**src/rtl/mem_io_pkg.sv**
```systemverilog
// Shared constants for the load/store bridge: I/O address map, access-size
// encodings, load FSM states and the alignment rule.
package mem_io_pkg;

    localparam logic [31:0] ADDR_LED    = 32'hFFFF_FC60;
    localparam logic [31:0] ADDR_SEG    = 32'hFFFF_FC64;
    localparam logic [31:0] ADDR_SWITCH = 32'hFFFF_FC70;
    localparam logic [31:0] ADDR_KEY    = 32'hFFFF_FC74;
    localparam logic [31:0] ADDR_BTN    = 32'hFFFF_FC78;

    localparam logic [1:0] SZ_B = 2'b00;
    localparam logic [1:0] SZ_H = 2'b01;
    localparam logic [1:0] SZ_W = 2'b10;   // 2'b11 is decoded as a word too

    typedef enum logic [1:0] {
        ST_IDLE = 2'd0,
        ST_WAIT = 2'd1,
        ST_DONE = 2'd2
    } state_e;

    // Half accesses need an even address, word accesses a multiple of four.
    function automatic logic is_misaligned(input logic [1:0] sz, input logic [1:0] low);
        case (sz)
            SZ_B:    return 1'b0;
            SZ_H:    return low[0];
            default: return (low != 2'b00);
        endcase
    endfunction

endpackage

```
**src/rtl/mem_io_bridge_load_extend.sv**
```systemverilog
// Load lane selection and sign/zero extension, shared by memory and I/O reads.
module load_extend
    import mem_io_pkg::*;
#(
    parameter int DATA_W = 32
) (
    input  logic [DATA_W-1:0] data_in,
    input  logic [1:0]        byte_off,
    input  logic [1:0]        size,
    input  logic              is_unsigned,
    output logic [DATA_W-1:0] data_out
);

    logic [7:0]  byte_sel;
    logic [15:0] half_sel;

    // Pick the addressed lane and widen it to the full register width.
    always_comb begin
        byte_sel = data_in[{byte_off, 3'b000} +: 8];
        half_sel = data_in[{byte_off[1], 4'b0000} +: 16];
        case (size)
            SZ_B:    data_out = is_unsigned ? DATA_W'(byte_sel)
                                            : {{(DATA_W-8){byte_sel[7]}}, byte_sel};
            SZ_H:    data_out = is_unsigned ? DATA_W'(half_sel)
                                            : {{(DATA_W-16){half_sel[15]}}, half_sel};
            default: data_out = data_in;
        endcase
    end

endmodule

```
**src/rtl/mem_io_bridge.sv**
```systemverilog
// CPU memory-stage bridge: address decode, dMem load stall FSM, byte-enabled
// stores, and the board I/O registers (LED, segment, switch, keypad, button).
module mem_io_bridge
    import mem_io_pkg::*;
#(
    parameter int DATA_W  = 32,
    parameter int MEM_LAT = 1,     // 1..4
    parameter int SW_W    = 12,
    parameter int KEY_W   = 4,
    parameter int LED_W   = 16,
    parameter int SEG_W   = 32
) (
    input  logic              clk,
    input  logic              rst,
    input  logic              mRead,
    input  logic              mWrite,
    input  logic              ioRead,
    input  logic              ioWrite,
    input  logic [1:0]        size,
    input  logic              load_unsigned,
    input  logic [DATA_W-1:0] addr_in,
    input  logic [DATA_W-1:0] r_rdata,
    input  logic [DATA_W-1:0] m_rdata,
    input  logic [SW_W-1:0]   switch_raw,
    input  logic [KEY_W-1:0]  key_data,
    input  logic              key_valid,
    input  logic              conf_btn,
    output logic [DATA_W-1:0] addr_out,
    output logic [DATA_W-1:0] m_wdata,
    output logic [3:0]        m_be,
    output logic [DATA_W-1:0] r_wdata,
    output logic              stall,
    output logic              misalign,
    output logic [LED_W-1:0]  led_out,
    output logic [SEG_W-1:0]  seg_out
);

    localparam logic [1:0] LAT_INIT = 2'(MEM_LAT - 1);

    state_e            state_q, state_d;
    logic [1:0]        cnt_q, cnt_d;
    logic [DATA_W-1:0] cap_q, cap_d;
    logic [LED_W-1:0]  led_q, led_d;
    logic [SEG_W-1:0]  seg_q, seg_d;
    logic [SW_W-1:0]   sw_meta_q, sw_meta_d;
    logic [SW_W-1:0]   sw_sync_q, sw_sync_d;
    logic [KEY_W-1:0]  key_q, key_d;
    logic              btn_prev_q, btn_prev_d;
    logic              btn_flag_q, btn_flag_d;

    logic sel_led, sel_seg, sel_sw, sel_key, sel_btn, is_io;
    logic mis, rd_io, rd_mem_start, wr_mem, wr_io, btn_rise;
    logic [DATA_W-1:0] io_word, ext_in, ext_out;

    // Address decode and request qualification.
    always_comb begin
        sel_led = (addr_in == DATA_W'(ADDR_LED));
        sel_seg = (addr_in == DATA_W'(ADDR_SEG));
        sel_sw  = (addr_in == DATA_W'(ADDR_SWITCH));
        sel_key = (addr_in == DATA_W'(ADDR_KEY));
        sel_btn = (addr_in == DATA_W'(ADDR_BTN));
        is_io   = sel_led | sel_seg | sel_sw | sel_key | sel_btn;

        mis = (mRead | mWrite | ioRead | ioWrite) & is_misaligned(size, addr_in[1:0]);

        // Any read to an I/O address is an I/O read, whichever strobe is used.
        rd_io        = (mRead | ioRead) & is_io & ~mis & (state_q == ST_IDLE);
        rd_mem_start = mRead & ~is_io & ~mis & (state_q == ST_IDLE);
        wr_mem       = mWrite & ~is_io & ~mis;
        wr_io        = ioWrite & ~mis;
        btn_rise     = conf_btn & ~btn_prev_q;

        io_word = '0;
        if (sel_sw)
            io_word = DATA_W'(sw_sync_q);
        else if (sel_key)
            io_word = DATA_W'(key_q);
        else if (sel_btn)
            io_word = DATA_W'(btn_flag_q);

        ext_in = is_io ? io_word : m_rdata;
    end

    load_extend #(.DATA_W(DATA_W)) u_load_extend (
        .data_in     (ext_in),
        .byte_off    (addr_in[1:0]),
        .size        (size),
        .is_unsigned (load_unsigned),
        .data_out    (ext_out)
    );

    // Load FSM: the request cycle counts toward the latency, so the capture
    // happens on the MEM_LAT-th stalled cycle and DONE releases the pipeline.
    always_comb begin
        // NOTE: every signal gets a default first so no path leaves it unassigned (no latches).
        state_d = state_q;
        cnt_d   = cnt_q;
        cap_d   = cap_q;
        case (state_q)
            ST_IDLE: begin
                if (rd_mem_start) begin
                    if (MEM_LAT == 1) begin
                        cap_d   = ext_out;
                        state_d = ST_DONE;
                    end else begin
                        cnt_d   = LAT_INIT;
                        state_d = ST_WAIT;
                    end
                end
            end
            ST_WAIT: begin
                cnt_d = cnt_q - 2'd1;
                if (cnt_d == 2'd0) begin
                    cap_d   = ext_out;
                    state_d = ST_DONE;
                end
            end
            ST_DONE: state_d = ST_IDLE;
            default: state_d = ST_IDLE;
        endcase
    end

    // I/O register updates, switch synchroniser and sticky button flag.
    always_comb begin
        led_d      = led_q;
        seg_d      = seg_q;
        key_d      = key_q;
        sw_meta_d  = switch_raw;
        sw_sync_d  = sw_meta_q;
        btn_prev_d = conf_btn;
        btn_flag_d = btn_flag_q;
        if (wr_io & sel_led)
            led_d = r_rdata[LED_W-1:0];
        if (wr_io & sel_seg)
            seg_d = r_rdata[SEG_W-1:0];
        if (key_valid)
            key_d = key_data;
        // A new press wins over the clear, so a coincident read never loses it.
        if (btn_rise)
            btn_flag_d = 1'b1;
        else if (rd_io & sel_btn)
            btn_flag_d = 1'b0;
    end

    // Combinational outputs; forced to reset values while rst is high so
    // stall drops immediately even mid-load.
    always_comb begin
        stall    = 1'b0;
        misalign = 1'b0;
        m_be     = 4'b0000;
        r_wdata  = '0;
        case (size)
            SZ_B:    m_wdata = {(DATA_W/8){r_rdata[7:0]}};
            SZ_H:    m_wdata = {(DATA_W/16){r_rdata[15:0]}};
            default: m_wdata = r_rdata;
        endcase
        if (!rst) begin
            stall    = rd_mem_start | (state_q == ST_WAIT);
            misalign = mis;
            if (wr_mem) begin
                case (size)
                    SZ_B:    m_be = 4'b0001 << addr_in[1:0];
                    SZ_H:    m_be = addr_in[1] ? 4'b1100 : 4'b0011;
                    default: m_be = 4'b1111;
                endcase
            end
            if (state_q == ST_DONE)
                r_wdata = cap_q;
            else if (rd_io)
                r_wdata = ext_out;
        end
    end

    // State and register flops.
    always_ff @(posedge clk or posedge rst) begin
        // NOTE: non-blocking assignments so every flop samples pre-edge values.
        if (rst) begin
            state_q    <= ST_IDLE;
            cnt_q      <= 2'd0;
            cap_q      <= '0;
            led_q      <= '0;
            seg_q      <= '0;
            sw_meta_q  <= '0;
            sw_sync_q  <= '0;
            key_q      <= '0;
            btn_prev_q <= 1'b0;
            btn_flag_q <= 1'b0;
        end else begin
            state_q    <= state_d;
            cnt_q      <= cnt_d;
            cap_q      <= cap_d;
            led_q      <= led_d;
            seg_q      <= seg_d;
            sw_meta_q  <= sw_meta_d;
            sw_sync_q  <= sw_sync_d;
            key_q      <= key_d;
            btn_prev_q <= btn_prev_d;
            btn_flag_q <= btn_flag_d;
        end
    end

    assign addr_out = {addr_in[DATA_W-1:2], 2'b00};
    assign led_out  = led_q;
    assign seg_out  = seg_q;

endmodule

```
**config.mk**
```make
export PLATFORM = sky130hd
export DESIGN_NAME = mem_io_bridge
export DESIGN_NICKNAME = d
export VERILOG_FILES = /design/src/rtl/mem_io_pkg.sv /design/src/rtl/mem_io_bridge_load_extend.sv /design/src/rtl/mem_io_bridge.sv
export SDC_FILE = /design/constraint.sdc
export NUM_CORES = 1
export LEC_CHECK = 0
export ABC_AREA = 1
export BUFFER_PORTS_ARGS = -buffer_cell sky130_fd_sc_hd__clkbuf_2
export CORE_ASPECT_RATIO = 1.4
export CORE_UTILIZATION = 45
export CTS_BUF_LIST = sky130_fd_sc_hd__clkbuf_4 sky130_fd_sc_hd__clkbuf_8
export DETAILED_ROUTE_END_ITERATION = 10
export PLACE_DENSITY = 0.79
export SYNTH_ARGS = -nofsm -noshare
export SYNTH_HDL_FRONTEND = slang
export SYNTH_HIERARCHICAL = 1
export SYNTH_SLANG_ARGS = --single-unit
```
**constraint.sdc**
```tcl
create_clock -name clk -period 3.7 [get_ports clk]
set_clock_uncertainty 0.15 [all_clocks]
set_input_delay 0.37 -clock clk [delete_from_list [all_inputs] [get_ports clk]]
set_output_delay 0.37 -clock clk [all_outputs]
set_load 0.02 [all_outputs]
```
# --- Word-level counts from Yosys, hierarchy flattened ---
# Index checks and enable logic that the tools add are counted.
word_totals:
  ff_bits: 114
  input_bits: 123
  output_inout_bits: 150
  wordCells: 84
op_classes:
  add_sub_neg: 1
  n_eq_ne: 10
  shifts: 3
  muxes: 26
  bitwise_logic: 26
  n_reduce_logical: 8
ops:
  columns: ["operator", "n"]
  rows:
  - ["$mux 32", 8]
  - ["$pmux 32 s2", 3]
  - ["$eq 32x32->1 const B", 5]
  - ["$shiftx 32x6->16", 1]
  - ["$shiftx 32x6->8", 1]
  - ["$mux 4", 4]
  - ["$and 1x1->1", 14]
  - ["$mux 12", 1]
  - ["$or 1x1->1", 9]
  - ["$pmux 4 s2", 1]
  - ["$logic_not 2->1", 3]
  - ["$reduce_bool 2->1", 3]
  - ["$mux 1", 5]
  - ["$eq 2x1->1 const B", 2]
  - ["$mux 2", 2]
  - ["$ne 2x2->1 const B", 2]
  - ["$pmux 2 s2", 1]
  - ["$shl 1x2->4 const A", 1]
  - ["$not 1->1", 3]
  - ["$reduce_and 3->1", 1]
  - ["$eq 2x2->1 const B", 1]
  - ["$pmux 1 s2", 1]
  - ["$reduce_and 2->1", 1]
  - ["$sub 2x1->2 const B", 1]

# --- Longest topological paths before layout ---
# Gate-level depths: netlist of run 1.
depth:
  depth_word: 12
  depth_mapped: 22
  depth_no_buf: 20

# --- By module ---
# Netlist of run 1, hierarchy kept.
by_module_without_submodules:
  columns: ["mod", "n_inst", "cells_each", "area_per_inst_um2", "seq_area_each_um2"]
  rows:
  - ["mem_io_bridge", 1, 725, 5698.0, 2777.7]
  - ["load_extend", 1, 159, 844.6, 0.0]

# --- Worst setup path before layout of run 1 ---
# OpenSTA, ideal clock, no wires.
synth_path:
  kind: "input to output"
  from: "input port rst"
  to: "output port m_be[2]"
  t_arrival_ns: 3.960
  required_ns: 3.180
  slack_ns: -0.780
  stages: 4
  path_buffers: 1
  path_cell_list: "clkbuf_1 > inv_1 > o21ai_0 > nor3_1"
synth_via:
  elab_chain_len: 1
synth_lines:
  columns: ["item", "line_no", "source"]
  rows:
  - ["from (decl)", "mem_io_bridge.sv:14", "input logic rst,"]
  - ["$mux 4", "mem_io_bridge.sv:157", "if (!rst) begin"]
  - ["to (decl)", "mem_io_bridge.sv:30", "output logic [3:0] m_be,"]
# No other way between the ends.

# --- Worst setup path in the final report of run 1 ---
layout_path:
  from: "input port addr_in[1]"
  to: "output port r_wdata[28]"
layout_via:
  elab_chain_len: 12
  word_cells_on_any_way: 26
  cone_classes: "eq/ne: 5; shift: 2; mux: 9; bitwise: 9; reduce/logical: 1"
layout_lines:
  columns: ["item", "line_no", "source"]
  rows:
  - ["from (decl)", "mem_io_bridge.sv:21", "input logic [DATA_W-1:0] addr_in,"]
  - ["$eq 32x32->1, on equally long branches", "mem_io_bridge.sv:57, mem_io_bridge.sv:58", null]
  - ["$or 1x1->1 (3 in series)", "mem_io_bridge.sv:62", "is_io = sel_led | sel_seg | sel_sw | sel_key | sel_btn;"]
  - ["$or 1x1->1 *", "mem_io_bridge.sv:62", null]
  - ["$mux 32 *", "mem_io_bridge.sv:81", "ext_in = is_io ? io_word : m_rdata;"]
  - ["net ext_in[23]", "mem_io_bridge.sv:53", "logic [DATA_W-1:0] io_word, ext_in, ext_out;"]
  - ["$shiftx 32x6->8 *", "mem_io_bridge_load_extend.sv:19", "byte_sel = data_in[{byte_off, 3'b000} +: 8];"]
  - ["$mux 32 *", "mem_io_bridge_load_extend.sv:22", "SZ_B: data_out = is_unsigned ? DATA_W'(byte_sel)"]
  - ["$pmux 32 s2 *", "mem_io_bridge_load_extend.sv:21", "case (size)"]
  - ["$mux 32 *", "mem_io_bridge.sv:169", "else if (rd_io)"]
  - ["$mux 32 *", "mem_io_bridge.sv:167", "if (state_q == ST_DONE)"]
  - ["$mux 32 *", "mem_io_bridge.sv:157", null]
  - ["to (decl)", "mem_io_bridge.sv:31", "output logic [DATA_W-1:0] r_wdata,"]
# Mark *: on every way through the listed nets, which the timed path passes. The rest lies on a longest branch.

==> results of run 1 <==
[stage by stage]
stage / hold WS, ns / instance area (µm²)
2_1_floorplan: 0.181 / 6550
3_3_place_gp: 0.185 / 7690
3_5_place_dp: 0.187 / 7690
4_1_cts: 0.0289 / 8010
5_1_grt: 0.0456 / 8030
6_report: 0.0386 / 8030
[power by group through the flow]
| stage | logic (mW) | clock network [mW] | registers (mW) |
|---|---|---|---|
| 2_1_floorplan | 0.397 | 0 | 1.35 |
| 3_3_place_gp | 0.572 | 0 | 1.35 |
| 3_5_place_dp | 0.578 | 0 | 1.36 |
| 4_1_cts | 0.591 | 0.753 | 1.33 |
| 5_1_grt | 0.653 | 0.802 | 1.35 |
| 6_report | 0.594 | 0.742 | 1.33 |
[kinds of logic after synthesis]
group / share of synthesized area
other: 0.000573
muxes: 0.0241
AOI/OAI and AO/OA: 0.112
and+or+nand+nor: 0.311
buffers and inverters: 0.127
DFF: 0.425
[flip-flops by register name, indices dropped and copies added (netlist names)]
register	cells
led_out	16
state_q	1
sw_sync_q	12
sw_meta_q	12
btn_prev_q	1
seg_out	32
key_q	4
btn_flag_q	1
cap_q	32
[timing repair]
action,CTS,global route
hold buffers,13,0
hold endpoints to repair,13,0
gates resized for setup,0,2
setup endpoints to repair,0,3
[layout by cell type (no fill, tap or decap), types with 3 or more instances in the layout]
cell	synthesis	layout
nand2_1	314	314
clkbuf_2	0	270
dfrtp_1	111	111
o21ai_0	85	85
inv_1	61	60
nor2_1	54	53
nand3_1	50	49
a21oi_1	35	35
nand3_2	21	21
buf_4	43	16
dlygate4sd3_1	0	13
mux2_2	10	10
clkbuf_8	0	9
o211ai_1	7	7
nor3_1	6	6
o21ai_1	6	6
inv_2	5	5
nor2_2	3	4
mux2_1	4	4
nand2_2	4	4
nand2_4	4	3
[worst min-delay path by stage]
stage | from | endpoint | slack, ns | cells after the start
after floorplan | sw_meta_q[0] | sw_sync_q[0] | 0.18 | 0
after global placement | sw_meta_q[1] | sw_sync_q[1] | 0.18 | 0
after detailed placement | sw_meta_q[3] | sw_sync_q[3] | 0.19 | 0
after CTS | r_rdata[19] | seg_out[19] | 0.03 | 2
after global routing | r_rdata[17] | seg_out[17] | 0.05 | 2
final | key_data[3] | key_q[3] | 0.04 | 3
[final cells by class]
cell class | count | area share
inverter | 68 | 0.0329
sequential | 111 | 0.346
clock inverter | 5 | 0.00748
timing repair buffer | 299 | 0.200
multi-input combinational | 617 | 0.369
tap | 185 | 0.0288
clock buffer | 10 | 0.0164
[routing by layer]
layer,vias to the layer above,GRT usage
met1,3043,0.313
met4,0,0.163
met3,64,0.0511
li1,3210,-
met5,-,0
met2,365,0.486
[critical path, cell delays in order]
cell	delay, ns
clkbuf_2	0.18
inv_1	0.09
nand2_1	0.09
nor2_1	0.06
nand2_1	0.06
nor2_1	0.04
nand2_2	0.10
nand2_1	0.07
nor2_2	0.12
nand2_4	0.22
nor2_1	0.24
nand2_1	0.10
nand2_1	0.09
nand2_1	0.08
nand2_2	0.11
nand2_8	0.16
nand3_2	0.13
nand3_1	0.08
a21oi_1	0.24
clkbuf_2	0.22
==> results.yml, run 1 <==
logic_synthesis:
  synth_top_area_cell: "dfrtp_1"
  synth_edf_count: 0
  ys_ff_latch: 111
  syn_inst: 884
  synthFlopType: "dfrtp_1"
  yosysUniqueCellTypes: 32
  synth.most_common_cell: "nand2_1"
  ys_seq_area_frac: 0.425
  synth_area_leaders: "dfrtp_1 (42%), nand2_1 (18%), o21ai_0 (6.5%)"
  netlist_area_mm2: 0.00654
  yosys_warnings: 6
  yosys-top-cells-count: "nand2_1 (314), dfrtp_1 (111), o21ai_0 (85)"
  syn_avg_cell_area_um2: 7.40
  synth.top_cell.area_share: 0.425
  async_flop_share: 1.00
sta:
  report.final.slew_viol_count: 0
  worst_slack_ns: 0.285
  fin_crit_ns: 3.42
  hold_violations: 0
  slew_headroom: 0.308
  worstMarginPinSlew_ns: 1.04
  period_share: 0.923
  rsz0062_at_grt: "no"
  setup_violations: 0
  fmax_mhz: 293
  tns_ns: 0
place:
  gp_congestion: 0.907
  detailed_place_hpwl_um: 15400
  place_ws_ns: 0.284
  port_buffers: 270
  place_inst: 1267
drt:
  met1Wirelength_um: 7710
  maxUsedRoutingLayer: "met4"
  drc: 0
  via_count: 6682
  via_per_inst: 5.16
  wl_met3_um: 1590
  dr.pass1.iters: 5
  wl_um: 20500
  ant_nets: 0
  wl_per_cell_um: 15.8
  drt-initial-drc-count: 400
  wl_met2_um: 10300
pwr:
  p_sw_mw: 0.857
  share_comb_of_total_power: 0.223
  powerDensity_mw_per_mm2: 333
  power.internal_mw: 1.81
  clock_power_share: 0.278
  seqPwrFrac: 0.500
  power.total_mw: 2.67
  swShare: 0.321
  peakVddDrop_mv: 0.182
  leakagePower_nw: 4.55
clocking:
  h-tree-depth: 3
  clk_pin_slew_ns: 0.10
  post_cts.repair.setup_buffers: 0
  cts_tree: "built"
  clock_latency_ns: 0.39
  cts-buffers-inserted: 9
  clkSinkCount: 111
  root_buffer: "clkbuf_8"
  cts_buffer_depth: 2
worst_setup_path:
  startpoint: "addr_in[1]"
  cp-start-kind: "input port"
  critPathArrivalTime_ns: 2.90
  r2r_end: "cap_q[30]"
  crit_end: "r_wdata[28]"
  criticalPathCategory: "in -> out"
  critPathMaxFanout: 32
  r2r_start: "state_q[1]"
  reg2regPathDepth: 5
  rrSetupSlack_ns: 1.61
  critical_path_required_ns: 3.18
  endpoint_kind: "primary output"
global_routing:
  grt_pass1_wl_um: 31800
  grt_pass1_vias: 6398
  grt_overflow: 0
  grt_max_degree: 67
  antenna_found_initial: 0
  track_usage: 0.276
floorplanning:
  die_h_um: 145
  rows: 51
  top_level_ports: 273
  die_x_um: 104
  coreArea_mm2: 0.0140
  die_area_mm2: 0.0150
  start_util: 0.466
run_status:
  status: "finished, final reports clean"
cells_and_area:
  multi_input_area_mm2: 0.00296
  synthToLayoutAreaGrowth_pct: 22.7
  utilization: 0.572
  fillers: 1370
  diodes: 0
  layout-drive-gt1-share: 0.323
  nets: 1229
  stdcell_count: 1295
  seqCellArea_mm2: 0.00278
hold_path:
  hold_path_class: "in -> reg"
job:
  maxCapViolations: 0
Power figures use the tool's default switching activity.
==> run 2, diff against run 1 <==
--- a/config.mk
+++ b/config.mk
@@ -8,10 +8,9 @@
 export ABC_AREA = 1
 export BUFFER_PORTS_ARGS = -buffer_cell sky130_fd_sc_hd__clkbuf_2
 export CORE_ASPECT_RATIO = 1.4
-export CORE_UTILIZATION = 45
-export CTS_BUF_LIST = sky130_fd_sc_hd__clkbuf_4 sky130_fd_sc_hd__clkbuf_8
+export CORE_UTILIZATION = 44
 export DETAILED_ROUTE_END_ITERATION = 10
-export PLACE_DENSITY = 0.79
+export PLACE_DENSITY = 0.77
 export SYNTH_ARGS = -nofsm -noshare
 export SYNTH_HDL_FRONTEND = slang
 export SYNTH_HIERARCHICAL = 1
==> run 2 against run 1 <==
Net effect: final area up 0.92%; fmax up 0.85%; critical endpoint is now r_wdata[5]; first-iteration DRC count down 16%; non-clock buffer count down 1.
==> results.yml, run 2 (same netlist as run 1, synthesis figures left out) <==
hold_path:
  worstHoldEndpoint: "key_q[3]"
  holdCritStartpoint: "key_data[3]"
  hold_path_class: "in -> reg"
  holdPathStages: 3
sta:
  holdWs_ns: 0.0824
  tns_ns: 0
  worst_slack_ns: 0.314
  rsz0062_at_grt: "no"
  slew_headroom: 0.434
  hold_violations: 0
  period_share: 0.915
  fin_crit_ns: 3.39
  worstMarginPinSlew_ns: 0.848
  setup_violations: 0
  fmax_mhz: 295
  report.final.slew_viol_count: 0
cells_and_area:
  fin_area_mm2: 0.00810
  diodes: 0
  nets: 1228
  multi_input_area_mm2: 0.00294
  layout-drive-gt1-share: 0.321
  synthToLayoutAreaGrowth_pct: 23.8
  seqCellArea_mm2: 0.00278
  fillers: 1411
  most-common-layout-cells: "nand2_1 (314), clkbuf_2 (270), dfrtp_1 (111), o21ai_0 (85), inv_1 (60)"
  stdcell_count: 1299
  layout_commonest_cell: "nand2_1"
global_routing:
  track_usage: 0.273
  grt_pass1_wl_um: 32500
  grt_overflow: 0
  grt_max_degree: 66
  antenna_found_initial: 0
  grt_pass1_vias: 6401
worst_setup_path:
  cp_slowest_stage_delay_ns: 0.43
  endpoint_kind: "primary output"
  path_buf_inv: 3
  critPathArrivalTime_ns: 2.87
  crit_chain: "clkbuf_2 -> nand2_1 -> nor2_1 -> nand2_1 -> nor2_2 -> nand2_1 -> nand2_1 -> nor2_2 -> nand2_4 -> buf_4 -> nor2_1 -> nand2_1 -> nand2_1 -> nand2_1 -> nand3_1 -> nand3_1 -> a21oi_1 -> clkbuf_2"
  r2r_end: "cap_q[24]"
  cpMaxStageDelayCell: "buf_4"
  path_common_cell: "nand2_1"
  rrSetupSlack_ns: 1.65
  criticalPathCategory: "in -> out"
  crit_cells: 18
  critical_path_required_ns: 3.18
  reg2regPathDepth: 5
  cp-start-kind: "input port"
  r2r_start: "state_q[1]"
  crit_family: "simple AND/OR/NAND/NOR gates"
  critPathMaxFanout: 48
floorplanning:
  die_h_um: 146
  top_level_ports: 273
  die_area_mm2: 0.0154
  start_util: 0.451
  rows: 52
  coreArea_mm2: 0.0145
  die_x_um: 105
drt:
  via_per_inst: 5.13
  drc: 0
  wl_per_cell_um: 16.0
  wl_um: 20800
  ant_nets: 0
  drt-initial-drc-count: 338
  dr.pass1.iters: 5
  via_count: 6667
clocking:
  clkSinkCount: 111
  cts_repair_resize_count: 0
  root_buffer: "clkbuf_16"
  clk_pin_slew_ns: 0.07
  cts-buffers-inserted: 9
  post_cts.repair.setup_buffers: 0
  cts_buffer_depth: 2
  clock_latency_ns: 0.34
  h-tree-depth: 3
  cts_tree: "built"
pwr:
  peakVddDrop_mv: 0.223
  seqPwrFrac: 0.464
  swShare: 0.315
  share_comb_of_total_power: 0.207
  clock_power_share: 0.328
  leakagePower_nw: 4.59
  power.internal_mw: 1.97
  powerDensity_mw_per_mm2: 355
  p_sw_mw: 0.905
place:
  port_buffers: 270
  gp_congestion: 0.925
  placed_area_mm2: 0.00768
  place_ws_ns: 0.400
  detailed_place_hpwl_um: 15900
  place_inst: 1270
run_status:
  status: "finished, final reports clean"
job:
  maxCapViolations: 0
==> run 2: cell count changes in the layout (fill, tap and decap cells not counted), moves of 2 or more <==
| cell | before | now |
|---|---|---|
| clkbuf_1 | 0 | 2 |
| clkbuf_16 | 0 | 9 |
| clkbuf_8 | 9 | 0 |
| clkinv_4 | 2 | 0 |
| inv_6 | 0 | 4 |
==> run 2: stage by stage <==
stage	total power [mW]	util
after CTS	2.90	0.558
after global routing	3.01	0.558
after floorplan	1.75	-
final	2.87	0.558
after global placement	1.93	0.530
after detailed placement	1.94	0.530
==> run 2: power by group through the flow <==
stage	Combinational [mW]	Clock (mW)	Sequential, mW
floorplan	0.397	0	1.35
global placement	0.576	0	1.36
detailed placement	0.583	0	1.36
CTS	0.597	0.968	1.33
global route	0.656	1.01	1.34
finish	0.596	0.944	1.33
==> run 2: tightest hold or removal path: stages <==
cell,delay [ns]
clkbuf_2,0.08
nand2_1,0.04
o21ai_0,0.05
==> run 2: how the worst max path moves through the flow <==
stage           startpoint          to  slack (ns)
3_5_place_dp   addr_in[21]  r_wdata[4]        0.40
6_report       addr_in[16]  r_wdata[5]        0.31
3_3_place_gp   addr_in[16]  r_wdata[5]        0.43
4_1_cts        addr_in[21]  r_wdata[4]        0.39
5_1_grt        addr_in[16]  r_wdata[2]        0.09
2_1_floorplan          rst     m_be[3]        0.29
==> run 2: layout make-up <==
| class | instances | share of cell area |
|---|---|---|
| multi-input combinational | 617 | 0.363 |
| sequential | 111 | 0.343 |
| timing repair buffer | 298 | 0.197 |
| clock inverter | 5 | 0.00633 |
| tap | 189 | 0.0292 |
| clock buffer | 11 | 0.0287 |
| inverter | 68 | 0.0326 |
==> run 2: what timing repair did <==
item,in CTS,in global routing
hold buffers,13,0
setup endpoints to repair,0,0
endpoints found under the hold margin,13,0
==> run 2: routing by layer <==
metal | GRT usage | vias to the layer above | wire [µm]
met5 | 0 | - | 0
met4 | 0.128 | 0 | 805
met3 | 0.0513 | 44 | 1450
met2 | 0.479 | 328 | 10500
met1 | 0.321 | 3076 | 8030
li1 | - | 3219 | -
